<file path="src/rtl/motion_zone_tracker.sv">
// motion_zone_tracker: accumulates motion pixels in the left and right paddle
// zones over each camera frame, then divides row sum by pixel count serially
// to publish one mean paddle row per zone per frame.
// Optional feature: define MOTION_ZONE_SMOOTH_EN to average each accepted
// result with the previous position to damp paddle jitter.
module motion_zone_tracker #(
   parameter int H_ACTIVE   = 640,
   parameter int V_ACTIVE   = 480,
   parameter int ZONE_W     = 160,
   parameter int MIN_PIXELS = 64,
   parameter int Y_W        = 10,
   parameter int CNT_W      = 17,
   parameter int SUM_W      = 27
) (
   input  logic           iCLK,
   input  logic           iRST_N,
   input  logic           iFVAL,
   input  logic           iDVAL,
   input  logic [10:0]    iX,
   input  logic [Y_W-1:0] iY,
   input  logic           iMOTION,
   output logic [Y_W-1:0] oLEFT_Y,
   output logic [Y_W-1:0] oRIGHT_Y,
   output logic           oLEFT_ACT,
   output logic           oRIGHT_ACT,
   output logic           oVALID,
   output logic           oDROP
);

   typedef enum logic [1:0] {IDLE, DIV_L, DIV_R, UPDATE} state_t;

   localparam int              STEP_W      = $clog2(Y_W);
   localparam logic [STEP_W-1:0] LAST_STEP = STEP_W'(Y_W - 1);
   localparam logic [Y_W-1:0]  POS_RESET   = Y_W'(V_ACTIVE / 2);
   localparam logic [Y_W-1:0]  POS_MAX     = Y_W'(V_ACTIVE - 1);
   localparam logic [10:0]     LEFT_END    = 11'(ZONE_W);
   localparam logic [10:0]     RIGHT_START = 11'(H_ACTIVE - ZONE_W);
   localparam logic [CNT_W-1:0] MIN_CNT    = CNT_W'(MIN_PIXELS);

   state_t              state_q, state_d;
   logic                fval_q;
   logic [CNT_W-1:0]    cnt_l, cnt_r, snap_cnt_l, snap_cnt_r;
   logic [SUM_W-1:0]    sum_l, sum_r, snap_sum_r;
   logic [SUM_W-1:0]    rem_q, dvsr_q, rem_next;
   logic [Y_W-1:0]      quo_q, quo_next, quo_l, quo_r;
   logic [STEP_W-1:0]   step_q;
   logic                rem_ge;
   logic                frame_start, frame_end, hit_l, hit_r;
   logic                acc_l, acc_r;
   logic [Y_W-1:0]      clamp_l, clamp_r, next_l_y, next_r_y;

   // Saturating counter increment: stays at all-ones instead of wrapping.
   function automatic logic [CNT_W-1:0] cnt_inc(input logic [CNT_W-1:0] c);
      return (&c) ? c : c + CNT_W'(1);
   endfunction

   // Saturating row-sum accumulate.
   function automatic logic [SUM_W-1:0] sum_add(input logic [SUM_W-1:0] s,
                                                input logic [Y_W-1:0] y);
      logic [SUM_W:0] t;
      t = {1'b0, s} + (SUM_W+1)'(y);
      return t[SUM_W] ? {SUM_W{1'b1}} : t[SUM_W-1:0];
   endfunction

   // Limit a quotient to the last visible row.
   function automatic logic [Y_W-1:0] clamp_row(input logic [Y_W-1:0] q);
      return (q > POS_MAX) ? POS_MAX : q;
   endfunction

`ifdef MOTION_ZONE_SMOOTH_EN
   // Rounded average of old and new position, one bit wider to avoid overflow.
   function automatic logic [Y_W-1:0] smooth(input logic [Y_W-1:0] old_y,
                                             input logic [Y_W-1:0] new_y);
      return Y_W'(({1'b0, old_y} + {1'b0, new_y} + (Y_W+1)'(1)) >> 1);
   endfunction
`endif

   assign frame_start = iFVAL & ~fval_q;
   assign frame_end   = ~iFVAL & fval_q;
   assign hit_l       = iFVAL & iDVAL & iMOTION & (iX < LEFT_END);
   assign hit_r       = iFVAL & iDVAL & iMOTION & (iX >= RIGHT_START);

   // Per-zone pixel count and row sum; cleared at frame start, keeping a same-cycle pixel.
   always_ff @(posedge iCLK) begin
      if (!iRST_N) begin
         fval_q <= 1'b0;
         cnt_l  <= '0;
         cnt_r  <= '0;
         sum_l  <= '0;
         sum_r  <= '0;
      end else begin
         fval_q <= iFVAL;
         if (frame_start) begin
            cnt_l <= hit_l ? CNT_W'(1) : '0;
            sum_l <= hit_l ? SUM_W'(iY) : '0;
            cnt_r <= hit_r ? CNT_W'(1) : '0;
            sum_r <= hit_r ? SUM_W'(iY) : '0;
         end else begin
            if (hit_l) begin
               cnt_l <= cnt_inc(cnt_l);
               sum_l <= sum_add(sum_l, iY);
            end
            if (hit_r) begin
               cnt_r <= cnt_inc(cnt_r);
               sum_r <= sum_add(sum_r, iY);
            end
         end
      end
   end

   // FSM state register.
   always_ff @(posedge iCLK) begin
      if (!iRST_N) state_q <= IDLE;
      else         state_q <= state_d;
   end

   // Next-state logic: one pass of Y_W steps per zone, then a single update cycle.
   always_comb begin
      state_d = state_q;
      case (state_q)
         IDLE:    if (frame_end) state_d = DIV_L;
         DIV_L:   if (step_q == LAST_STEP) state_d = DIV_R;
         DIV_R:   if (step_q == LAST_STEP) state_d = UPDATE;
         UPDATE:  state_d = IDLE;
         default: state_d = IDLE;
      endcase
   end

   // One restoring-division step plus the accept/clamp/smooth decisions for UPDATE.
   always_comb begin
      rem_ge   = (rem_q >= dvsr_q);
      rem_next = rem_ge ? (rem_q - dvsr_q) : rem_q;
      quo_next = {quo_q[Y_W-2:0], rem_ge};
      acc_l    = (snap_cnt_l >= MIN_CNT);
      acc_r    = (snap_cnt_r >= MIN_CNT);
      clamp_l  = clamp_row(quo_l);
      clamp_r  = clamp_row(quo_r);
`ifdef MOTION_ZONE_SMOOTH_EN
      next_l_y = smooth(oLEFT_Y, clamp_l);
      next_r_y = smooth(oRIGHT_Y, clamp_r);
`else
      next_l_y = clamp_l;
      next_r_y = clamp_r;
`endif
   end

   // Divider datapath: snapshot at frame end, the shifted divisor walks down one bit per cycle.
   always_ff @(posedge iCLK) begin
      if (!iRST_N) begin
         snap_cnt_l <= '0;
         snap_cnt_r <= '0;
         snap_sum_r <= '0;
         rem_q      <= '0;
         dvsr_q     <= '0;
         quo_q      <= '0;
         quo_l      <= '0;
         quo_r      <= '0;
         step_q     <= '0;
      end else begin
         case (state_q)
            IDLE: begin
               if (frame_end) begin
                  snap_cnt_l <= cnt_l;
                  snap_cnt_r <= cnt_r;
                  snap_sum_r <= sum_r;
                  rem_q      <= sum_l;
                  dvsr_q     <= SUM_W'(cnt_l) << (Y_W - 1);
                  quo_q      <= '0;
                  step_q     <= '0;
               end
            end
            DIV_L: begin
               if (step_q == LAST_STEP) begin
                  quo_l  <= quo_next;
                  rem_q  <= snap_sum_r;
                  dvsr_q <= SUM_W'(snap_cnt_r) << (Y_W - 1);
                  quo_q  <= '0;
                  step_q <= '0;
               end else begin
                  rem_q  <= rem_next;
                  dvsr_q <= dvsr_q >> 1;
                  quo_q  <= quo_next;
                  step_q <= step_q + STEP_W'(1);
               end
            end
            DIV_R: begin
               if (step_q == LAST_STEP) begin
                  quo_r  <= quo_next;
                  step_q <= '0;
               end else begin
                  rem_q  <= rem_next;
                  dvsr_q <= dvsr_q >> 1;
                  quo_q  <= quo_next;
                  step_q <= step_q + STEP_W'(1);
               end
            end
            default: ;
         endcase
      end
   end

   // Registered outputs: positions/flags change only in UPDATE, strobes last one cycle.
   always_ff @(posedge iCLK) begin
      if (!iRST_N) begin
         oLEFT_Y    <= POS_RESET;
         oRIGHT_Y   <= POS_RESET;
         oLEFT_ACT  <= 1'b0;
         oRIGHT_ACT <= 1'b0;
         oVALID     <= 1'b0;
         oDROP      <= 1'b0;
      end else begin
         oVALID <= (state_q == UPDATE);
         oDROP  <= frame_end && (state_q != IDLE);
         if (state_q == UPDATE) begin
            oLEFT_ACT  <= acc_l;
            oRIGHT_ACT <= acc_r;
            if (acc_l) oLEFT_Y  <= next_l_y;
            if (acc_r) oRIGHT_Y <= next_r_y;
         end
      end
   end

endmodule

</file>
<file path="config.mk">
export PLATFORM = sky130hd
export DESIGN_NAME = motion_zone_tracker
export DESIGN_NICKNAME = d
export VERILOG_FILES = /design/src/rtl/motion_zone_tracker.sv
export SDC_FILE = /design/constraint.sdc
export NUM_CORES = 1
export LEC_CHECK = 0
export ABC_AREA = 1
export CAP_MARGIN = 5
export CORE_MARGIN = 5
export CORE_UTILIZATION = 43
export DETAILED_ROUTE_END_ITERATION = 6
export GPL_ROUTABILITY_DRIVEN = 0
export PLACE_DENSITY = 0.66
export SYNTH_ARGS = -nofsm -noshare
export SYNTH_HDL_FRONTEND = slang
export SYNTH_SLANG_ARGS = --single-unit
</file>
<file path="constraint.sdc">
create_clock -name iCLK -period 3.4 [get_ports iCLK]
set_clock_uncertainty 0.1 [all_clocks]
set_input_delay 0.68 -clock iCLK [delete_from_list [all_inputs] [get_ports iCLK]]
set_output_delay 0.68 -clock iCLK [all_outputs]
set_load 0.05 [all_outputs]
</file>
==> summary.txt <==
Outcome: finished clean
Leading cell type in the layout, fill and taps excluded: nand2_1
Initial antenna violation count: 0
Worst slack, placed: 57.9 ps
Compound-Gate Fraction of Synth Area: 17.7%
Leak: 0.00712 uW
Syn Nets: 2469
Layout Utilization: 49.0%
CTS clk-pin slew, worst paths: 60 ps
Syn avg cell area: 6.44 um2
Starting Density: 43.3%
Setup TNS: 0 ps
Asr flop ratio synth: 0%
Die Y: 199 um
Final number of hold-violating endpoints: 0
IO buf count: 44
Die span in x: 199 um
Clk buf depth: 3
CTS tree: done
Worst Path Required: 3740 ps
Max-cap violations: 0
Post-synth EDFFs: 0
Number of setup buffers added after CTS: 0
Final wirelength: 44.4 mm
Most frequent cells in the layout: nand2_1 (639), inv_1 (340), a21oi_1 (284)
Ports: 50
Area share of and/or/nand/nor cells after synthesis: 30.2%
Worst Hold Class: flop to flop
RSZ-0062 raised after global routing: false
Slew Limit Fails: 0
DPL Wire Length: 33.0 mm
Core footprint: 0.0354 mm2
FF-to-FF setup slack: 540 ps
CTS resizes: 0
Crit path DAT: 3190 ps
Synth warnings: 0
Final worst path period need: 2860 ps
Max FO, Critical Path: 38
Setup crit start kind: flop
Synth Register Bits: 256
WS Path Type: flop to flop
Fillers: 3616
CTS HTree Levels: 1
Worst setup margin: 545 ps
Maximum VDD drop: 1.51 mV
GRT Overall Usage: 22.1%
Xor and xnor area share after synthesis: 2.51%
DR pass1 iterations: 6
Row cnt: 69
Nets: 2495
Cell Pwr Density: 1070 mW/mm2
ANT nets after route: 0
Die ar.: 0.0396 mm2
Netlist cell types: 51
Netlist Area Pre-Place: 0.0153 mm2
Vias: 15300
Clock Sink Count: 256
CTS Hold Bufs: 0
Largest net degree at the start of global routing: 90
Sequential area share after synthesis: 33.4%
Average wire per standard cell: 15.3 um
Congestion Overflow GR: 0
Clk_lat worst skew: 580 ps
Area growth syn-to-layout: 13.1%
Overall power: 18600 uW
Share of cells above drive strength 1: 5.47%
First-pass GRT wire length: 72.5 mm
Mean number of vias per cell: 5.29
Synth Instances: 2383
Max Clk Rate: 350 MHz
Slew @ Worst Pin: 790 ps
CP endpoint kind: flop
Vias in the first global route: 14200
Post-synth top flop: dfxtp_1
# diodes: 0
Slew HR: 47.3%
Largest family of logic cells by synthesized area: simple AND/OR/NAND/NOR gates
DRT iter0 DRCs: 1383
Multiplexer area fraction after synthesis: 0%
Final setup violation count: 0
Root buffer cell: clkbuf_16
Adder-Cell Fraction of Synth Area: 5.04%
Cts bufs inserted: 30
Final period utilization: 84.0%
DRC errors left: 0
critical path, cell delays in order, from the launching register on:
cell and delay, ps:
dfxtp_1 440, inv_1 70, ha_1 350, nand2_1 120
inv_1 80, nand2_1 70, nor2_1 150, nand2_1 70
nand3_1 210, nand2_4 230, nand3_2 160, buf_12 210
nand3_1 150, nand3_1 110, nand2_1 50, nand2_1 50
a21oi_1 60
area by class of cell:
| type | count | area, um2 | area share, % |
|---|---|---|---|
| Clock buffer | 36 | 793 | 4.57 |
| Clock inverter | 17 | 219 | 1.26 |
| Inverter | 352 | 1320 | 7.63 |
| Multi-Input combinational cell | 1681 | 8520 | 49.1 |
| Sequential cell | 256 | 5120 | 29.5 |
| Tap cell | 461 | 577 | 3.32 |
| Timing Repair Buffer | 88 | 791 | 4.56 |
final timing paths:
| check | to | startpoint | depth (start not counted) |
|---|---|---|---|
| worst max-delay path | rem_q[20]$_SDFFE_PN0P_ | dvsr_q[9]$_SDFFE_PN0P_ | 16 |
| worst min-delay path | oRIGHT_Y[9]$_SDFFE_PN0P_ | oRIGHT_Y[9]$_SDFFE_PN0P_ | 2 |
| worst max register to register | rem_q[20]$_SDFFE_PN0P_ | dvsr_q[9]$_SDFFE_PN0P_ | 16 |
| worst min register to register | oRIGHT_Y[9]$_SDFFE_PN0P_ | oRIGHT_Y[9]$_SDFFE_PN0P_ | 2 |
report_power, final:
group | switching [uW] | internal (uW) | total [uW]
logic | 7800 | 3940 | 11700
clock network | 1350 | 1910 | 3270
registers | 272 | 3360 | 3630
total | 9420 | 9210 | 18600
layer usage:
layer	up-vias	GRT usage [%]	wire length (um)
li1	7814	-	-
met1	6992	31.3	20300
met2	442	36.1	20400
met3	56	2.37	2800
met4	0	5.90	927
met5	-	0	0
synth_stat cells (5+ instances only):
master    instances  share of area [%]
a21oi_1         284                9.3
buf_2            11               0.36
clkbuf_1         76                1.9
clkinv_1          5               0.12
dfxtp_1         256                 33
ha_1             57                4.6
inv_1           340                8.3
inv_2             7               0.17
nand2_1         639                 16
nand3_1         154                5.0
nand3b_1          7               0.34
nand4_1          45                1.8
nor2_1          146                3.6
nor2_2            6               0.24
nor3_1           47                1.5
nor4_1           13               0.53
o211ai_1         18               0.88
o21a_1           11               0.54
o21ai_0         122                4.0
o21bai_1         11               0.54
o221ai_1         16               0.91
o22ai_1           8               0.33
or2_2             7               0.29
xnor2_1          19                1.1
xor2_1           25                1.4
metrics by stage:
stage | cells | hold WS, ps | area (um2)
6_report | 2891 | 330 | 17300
2_1_floorplan | 2383 | 323 | 15300
3_5_place_dp | 2838 | 325 | 16300
4_1_cts | 2891 | 333 | 17300
3_3_place_gp | 2838 | 320 | 16300
5_1_grt | 2891 | 358 | 17300
logic make-up (layout without fill, tap and decap cells):
group | count (synthesis) | count (layout)
compound gates | 493 | 493
xor+xnor | 44 | 44
fa+ha+maj | 60 | 60
buf+inv | 446 | 493
flops | 256 | 256
simple gates | 1084 | 1084
sequential cells by signal, summed over array words and instances, names as in the netlist, 11 cells and up:
signal and count:
sum_l 27, rem_q 27, cnt_r 17, snap_cnt_l 11
sum_r 27, cnt_l 17, snap_sum_r 27, snap_cnt_r 17
dvsr_q 26
Power figures use the tool's default switching activity.
